===== src/rtl/rvfi_retire_sequencer.sv =====
// In-order trace table: entries are allocated at issue, completed out of order by two
// result ports, and retired from the head in allocation order.
module rvfi_retire_sequencer #(
  parameter int unsigned DEPTH = 8,
  localparam int unsigned TW = $clog2(DEPTH)
) (
  input  logic          clk,
  input  logic          reset,
  input  logic          issue_valid,
  input  logic [31:0]   issue_pc,
  input  logic [31:0]   issue_insn,
  input  logic [4:0]    issue_rd,
  output logic          issue_ready,
  output logic [TW-1:0] issue_tag,
  input  logic          cmp0_valid,
  input  logic [TW-1:0] cmp0_tag,
  input  logic [31:0]   cmp0_wdata,
  input  logic          cmp1_valid,
  input  logic [TW-1:0] cmp1_tag,
  input  logic [31:0]   cmp1_wdata,
  input  logic          flush,
  output logic          ret_valid,
  input  logic          ret_ready,
  output logic [31:0]   ret_pc,
  output logic [31:0]   ret_insn,
  output logic [31:0]   ret_wdata,
  output logic [4:0]    ret_rd,
  output logic [TW:0]   count,
  output logic          err
);

  logic [TW:0]      head_q, head_d, tail_q, tail_d;
  logic [DEPTH-1:0] done_q, done_d;
  logic             err_q, err_d;

  logic [31:0] pc_q    [DEPTH];
  logic [31:0] insn_q  [DEPTH];
  logic [31:0] wdata_q [DEPTH];
  logic [4:0]  rd_q    [DEPTH];

  logic [TW-1:0] head_idx, tail_idx, last_idx, off0, off1;
  logic          res0, res1, dup, alloc, acc0, acc1, pop;

  assign head_idx = head_q[TW-1:0];
  assign tail_idx = tail_q[TW-1:0];
  assign last_idx = tail_idx - 1'b1;
  assign count    = tail_q - head_q;

  // A tag is resident when its distance from head is below the occupancy.
  assign off0 = cmp0_tag - head_idx;
  assign off1 = cmp1_tag - head_idx;
  assign res0 = {1'b0, off0} < count;
  assign res1 = {1'b0, off1} < count;

  // Stalled decode re-presents the youngest resident instruction; report its tag.
  assign dup         = (count != '0) && (issue_pc == pc_q[last_idx]);
  assign issue_tag   = dup ? last_idx : tail_idx;
  assign issue_ready = (count < (TW+1)'(DEPTH)) && !flush;
  assign alloc       = issue_valid && issue_ready && (issue_insn != '0) && !dup;

  assign acc0 = !flush && cmp0_valid && res0 && !done_q[cmp0_tag];
  assign acc1 = !flush && cmp1_valid && res1 && !done_q[cmp1_tag] &&
                !(cmp0_valid && (cmp0_tag == cmp1_tag));

  assign ret_valid = (count != '0) && done_q[head_idx];
  assign pop       = ret_valid && ret_ready;

  assign ret_pc    = ret_valid ? pc_q[head_idx]    : '0;
  assign ret_insn  = ret_valid ? insn_q[head_idx]  : '0;
  assign ret_wdata = ret_valid ? wdata_q[head_idx] : '0;
  assign ret_rd    = ret_valid ? rd_q[head_idx]    : '0;
  assign err       = err_q;

  always_comb begin
    head_d = head_q;
    tail_d = tail_q;
    done_d = done_q;
    err_d  = err_q;
    if (flush) begin
      head_d = '0;
      tail_d = '0;
      done_d = '0;
    end else begin
      if (alloc) begin
        done_d[tail_idx] = 1'b0;
        tail_d           = tail_q + 1'b1;
      end
      if (acc0) done_d[cmp0_tag] = 1'b1;
      if (acc1) done_d[cmp1_tag] = 1'b1;
      if (pop)  head_d = head_q + 1'b1;
      if ((cmp0_valid && !acc0) || (cmp1_valid && !acc1)) err_d = 1'b1;
    end
  end

  always_ff @(posedge clk or posedge reset) begin
    if (reset) begin
      head_q <= '0;
      tail_q <= '0;
      done_q <= '0;
      err_q  <= 1'b0;
    end else begin
      head_q <= head_d;
      tail_q <= tail_d;
      done_q <= done_d;
      err_q  <= err_d;
    end
  end

  // Payload needs no reset: it is only observable through done/count-qualified paths.
  always_ff @(posedge clk) begin
    if (alloc) begin
      pc_q[tail_idx]   <= issue_pc;
      insn_q[tail_idx] <= issue_insn;
      rd_q[tail_idx]   <= issue_rd;
    end
    if (acc0) wdata_q[cmp0_tag] <= cmp0_wdata;
    if (acc1) wdata_q[cmp1_tag] <= cmp1_wdata;
  end

endmodule


===== config.mk =====
export PLATFORM = sky130hd
export DESIGN_NAME = rvfi_retire_sequencer
export DESIGN_NICKNAME = d
export VERILOG_FILES = /design/src/rtl/rvfi_retire_sequencer.sv
export SDC_FILE = /design/constraint.sdc
export NUM_CORES = 1
export LEC_CHECK = 0
export BUFFER_PORTS_ARGS = -buffer_cell sky130_fd_sc_hd__buf_2
export CORE_AREA = 2 2 248 299
export DETAILED_ROUTE_END_ITERATION = 8
export DIE_AREA = 0 0 250 301
export GPL_TIMING_DRIVEN = 1
export PLACE_DENSITY = 0.71
export SYNTH_ARGS = -nofsm -noshare
export SYNTH_HDL_FRONTEND = slang
export SYNTH_SLANG_ARGS = --single-unit

===== constraint.sdc =====
create_clock -name clk -period 20.3 [get_ports clk]
set_clock_uncertainty 0.2 [all_clocks]
set_input_delay 2.03 -clock clk [delete_from_list [all_inputs] [get_ports clk]]
set_output_delay 2.03 -clock clk [all_outputs]
set_load 0.02 [all_outputs]

==> flow_metrics.py <==
metrics = {
    "timing": {
        "finalCriticalPeriod_ps": 7630,
        "rsz0062_at_grt": "no",
        "hold_slack_ps": 295,
        "worst_slew_pin_slew_ps": 1190,
        "fin_crit_sh": 0.376,
        "setup_violations": 0,
        "setup-tns-final_ps": 0,
        "fmax_mhz": 131,
        "slew_headroom": 0.205,
        "hold_viol": 0,
        "setup_slack_ps": 12670,
        "slew_viol_final": 0,
    },
    "pwr": {
        "netSwitchingPower_uw": 905,
        "power.internal_mw": 2.99,
        "comb_power_share": 0.110,
        "ir_drop_v": 0.0000734,
        "power.leakage_nw": 14.2,
        "pwr-share-clk": 0.393,
        "switching_share": 0.233,
        "power_density_mw_per_mm2": 90.4,
        "p_total_mw": 3.89,
        "seq_power_share": 0.497,
    },
    "min_path": {
        "hold_class": "flip-flop to flip-flop",
    },
    "cts": {
        "cts_made_buffers": 83,
        "cts_resized": 0,
        "cts_tree": "yes",
        "cts.sinks": 825,
        "cts_hold_repair.buffers": 0,
        "clkTransAtPathRegs_ps": 60,
        "clk_latency_ps": 640,
        "clk_path_buf_depth": 3,
        "clockRootBuffer": "clkbuf_16",
        "postCtsSetupBuffers": 0,
        "htreeDepth": 3,
    },
    "cells_and_area": {
        "fin_nets": 2559,
        "layout-drive-gt1-share": 0.386,
        "finish.instance_area_sq_mm": 0.0431,
        "fin_cells": 3409,
        "post-route-util": 0.597,
        "fillCellCount": 5362,
        "area_growth_pct": 13.4,
    },
    "grt": {
        "grt_pass1_vias": 22700,
        "grt_use_met1": 0.334,
        "gr-usage-met3": 0.0680,
        "grt-ovfl-total": 0,
        "antenna_found_initial": 33,
        "grtUsageMet2": 0.438,
        "grt_max_degree": 136,
        "grt_busiest_layer": "met2",
        "grt_usage": 0.262,
        "grt_pass1_wl_mm": 146,
    },
    "floorplanning": {
        "num_rows": 108,
        "core_sq_mm": 0.0722,
        "die_w_um": 250,
        "start_util": 0.526,
        "die_area_sq_mm": 0.0753,
        "die_h_um": 301,
        "ios": 257,
    },
    "route": {
        "via_count": 21779,
        "ant_nets": 0,
        "drc": 0,
        "avgViaCountPerCell": 6.39,
        "totalWireLength_mm": 97.5,
        "wl_per_cell_um": 28.6,
        "firstDrtPassIters": 8,
        "drt_iter0_drc": 2032,
    },
    "critical_path": {
        "path_cells": "inv_1 > ha_4 > buf_4 > mux4_2 > a2bb2oi_1 > o311ai_1 > o22ai_1 > nand3_1 > nor3b_4 > nand2_1 > xnor2_1 > buf_2",
        "crit_path_max_fanout": 58,
        "cp.required_ps": 18070,
        "crit_type": "flip-flop to output pin",
        "arrival_ps": 5400,
        "crit_family": "buffers and inverters",
        "max_stage_delay_ps": 860,
        "critPathCaptureType": "output pin",
        "cp.buffers_inverters": 3,
        "critPathSlowestCell": "dfrtp_4",
        "cp-start-kind": "flip-flop",
    },
    "synth": {
        "synth_edf_count": 808,
        "async_flop_share": 0.0206,
        "synth_area_leaders": "edfxtp_1 (64%), mux4_2 (15%), mux2_2 (7.1%), nand2_1 (2.3%), a21oi_1 (1.5%)",
        "synth_top_area_frac": 0.639,
        "yosys.area.top_type": "edfxtp_1",
        "yosysSeqAreaShare": 0.650,
        "syn_area_sq_mm": 0.0380,
        "synth.most_common_cell": "edfxtp_1",
        "ys.flop_type": "edfxtp_1",
        "synth.distinct_cells": 81,
        "synth_common_cells": "edfxtp_1 (808), mux4_2 (254), mux2_2 (239), nand2_1 (234), a21oi_1 (111)",
        "avgSynthCellArea_sq_um": 17.6,
        "syn_nets": 2316,
        "synth_warnings": 0,
        "ys_seq_elements": 825,
        "synthCells": 2155,
    },
    "placed_design": {
        "portBuffers": 256,
        "placed_cells": 3248,
        "gp_congestion": 0.845,
        "dp_hpwl_mm": 55.8,
        "place_ws_ps": 13380,
        "place_area_sq_mm": 0.0403,
    },
    "flow_run": {
        "cap_viol_max_count": 0,
    },
    "run_status": {
        "status": "finished clean",
    },
}
state kept, by name, summed over array words and instances (netlist names):
signal and count:
pc_q 256, insn_q 256, tail_q 4, rd_q 40, head_q 4, err 1, done_q 8, wdata_q 256
cell usage in the layout, fill, tap and decap left out, types with 5 or more instances in the layout:
cell type	count
a21oi_1	111
a31oi_1	5
and3_4	6
buf_2	256
buf_4	40
bufinv_16	9
clkbuf_1	17
clkbuf_16	85
clkinv_1	14
clkinv_2	13
clkinv_4	5
dfrtp_1	13
diode_2	10
edfxtp_1	808
ha_1	11
inv_1	28
mux2_1	23
mux2_2	239
mux2i_1	28
mux4_1	6
mux4_2	254
nand2_1	234
nand2b_1	5
nand3_1	11
nand4_1	8
nor2_1	31
nor2b_1	7
nor3_1	11
nor3b_1	6
nor4_1	13
o21ai_0	9
o21bai_1	5
o22ai_1	6
xnor2_1	38
xor2_1	11
per-layer routing:
layer	vias to the layer above	share of wire
met5	-	0.0037
met4	46	0.029
met3	191	0.086
met2	958	0.50
met1	11376	0.38
li1	9208	-
power groups by stage:
| stage | registers [mW] | clock network [mW] | logic, mW |
|---|---|---|---|
| floorplan | 1.96 | 0 | 0.294 |
| global placement | 1.97 | 0 | 0.415 |
| detailed placement | 1.97 | 0 | 0.425 |
| CTS | 1.94 | 1.56 | 0.427 |
| global route | 1.94 | 1.62 | 0.457 |
| finish | 1.94 | 1.53 | 0.428 |
worst paths after layout:
path	from	end	slack [ps]	cells after the start
hold / removal	err	err	290	1
max in group asynchronous	reset	head_q[2]	17960	2
setup / recovery	tail_q[0]	issue_tag[0]	12670	12
setup reg to reg	tail_q[0]	insn_q[5][9]	13720	12
min in group asynchronous	reset	done_q[6]	1340	2
hold reg to reg	err	err	290	1
kinds of logic after synthesis:
family / Yosys count / synth area share
AO/OA/AOI/OAI: 193 / 0.0320
XOR/XNOR: 51 / 0.0120
adder cells (fa/ha/maj): 15 / 0.00553
buffers and inverters: 168 / 0.0190
flip-flops: 825 / 0.650
multiplexers: 550 / 0.240
AND/OR/NAND/NOR: 353 / 0.0417
worst reg2reg max path: stages (launching register included):
cell	delay, ps
dfrtp_4	860
inv_1	210
ha_4	580
buf_4	740
mux2_2	520
o22ai_1	210
a311oi_1	80
a31o_1	270
nand3_1	120
and4bb_4	240
a21oi_2	680
and3_4	660
buf_4	760
final cells by class:
| class | count | area (sq um) | share of cell area |
|---|---|---|---|
| multi-input cells | 1162 | 12800 | 0.296 |
| well taps | 935 | 1170 | 0.0272 |
| flip-flops and latches | 825 | 24700 | 0.574 |
| inverters | 29 | 111 | 0.00259 |
| clock buffers | 103 | 2200 | 0.0512 |
| diodes | 10 | 25.0 | 0.000581 |
| repair buffers | 297 | 1600 | 0.0372 |
| clock inverters | 48 | 489 | 0.0114 |
(Power assumes the default switching activity.)
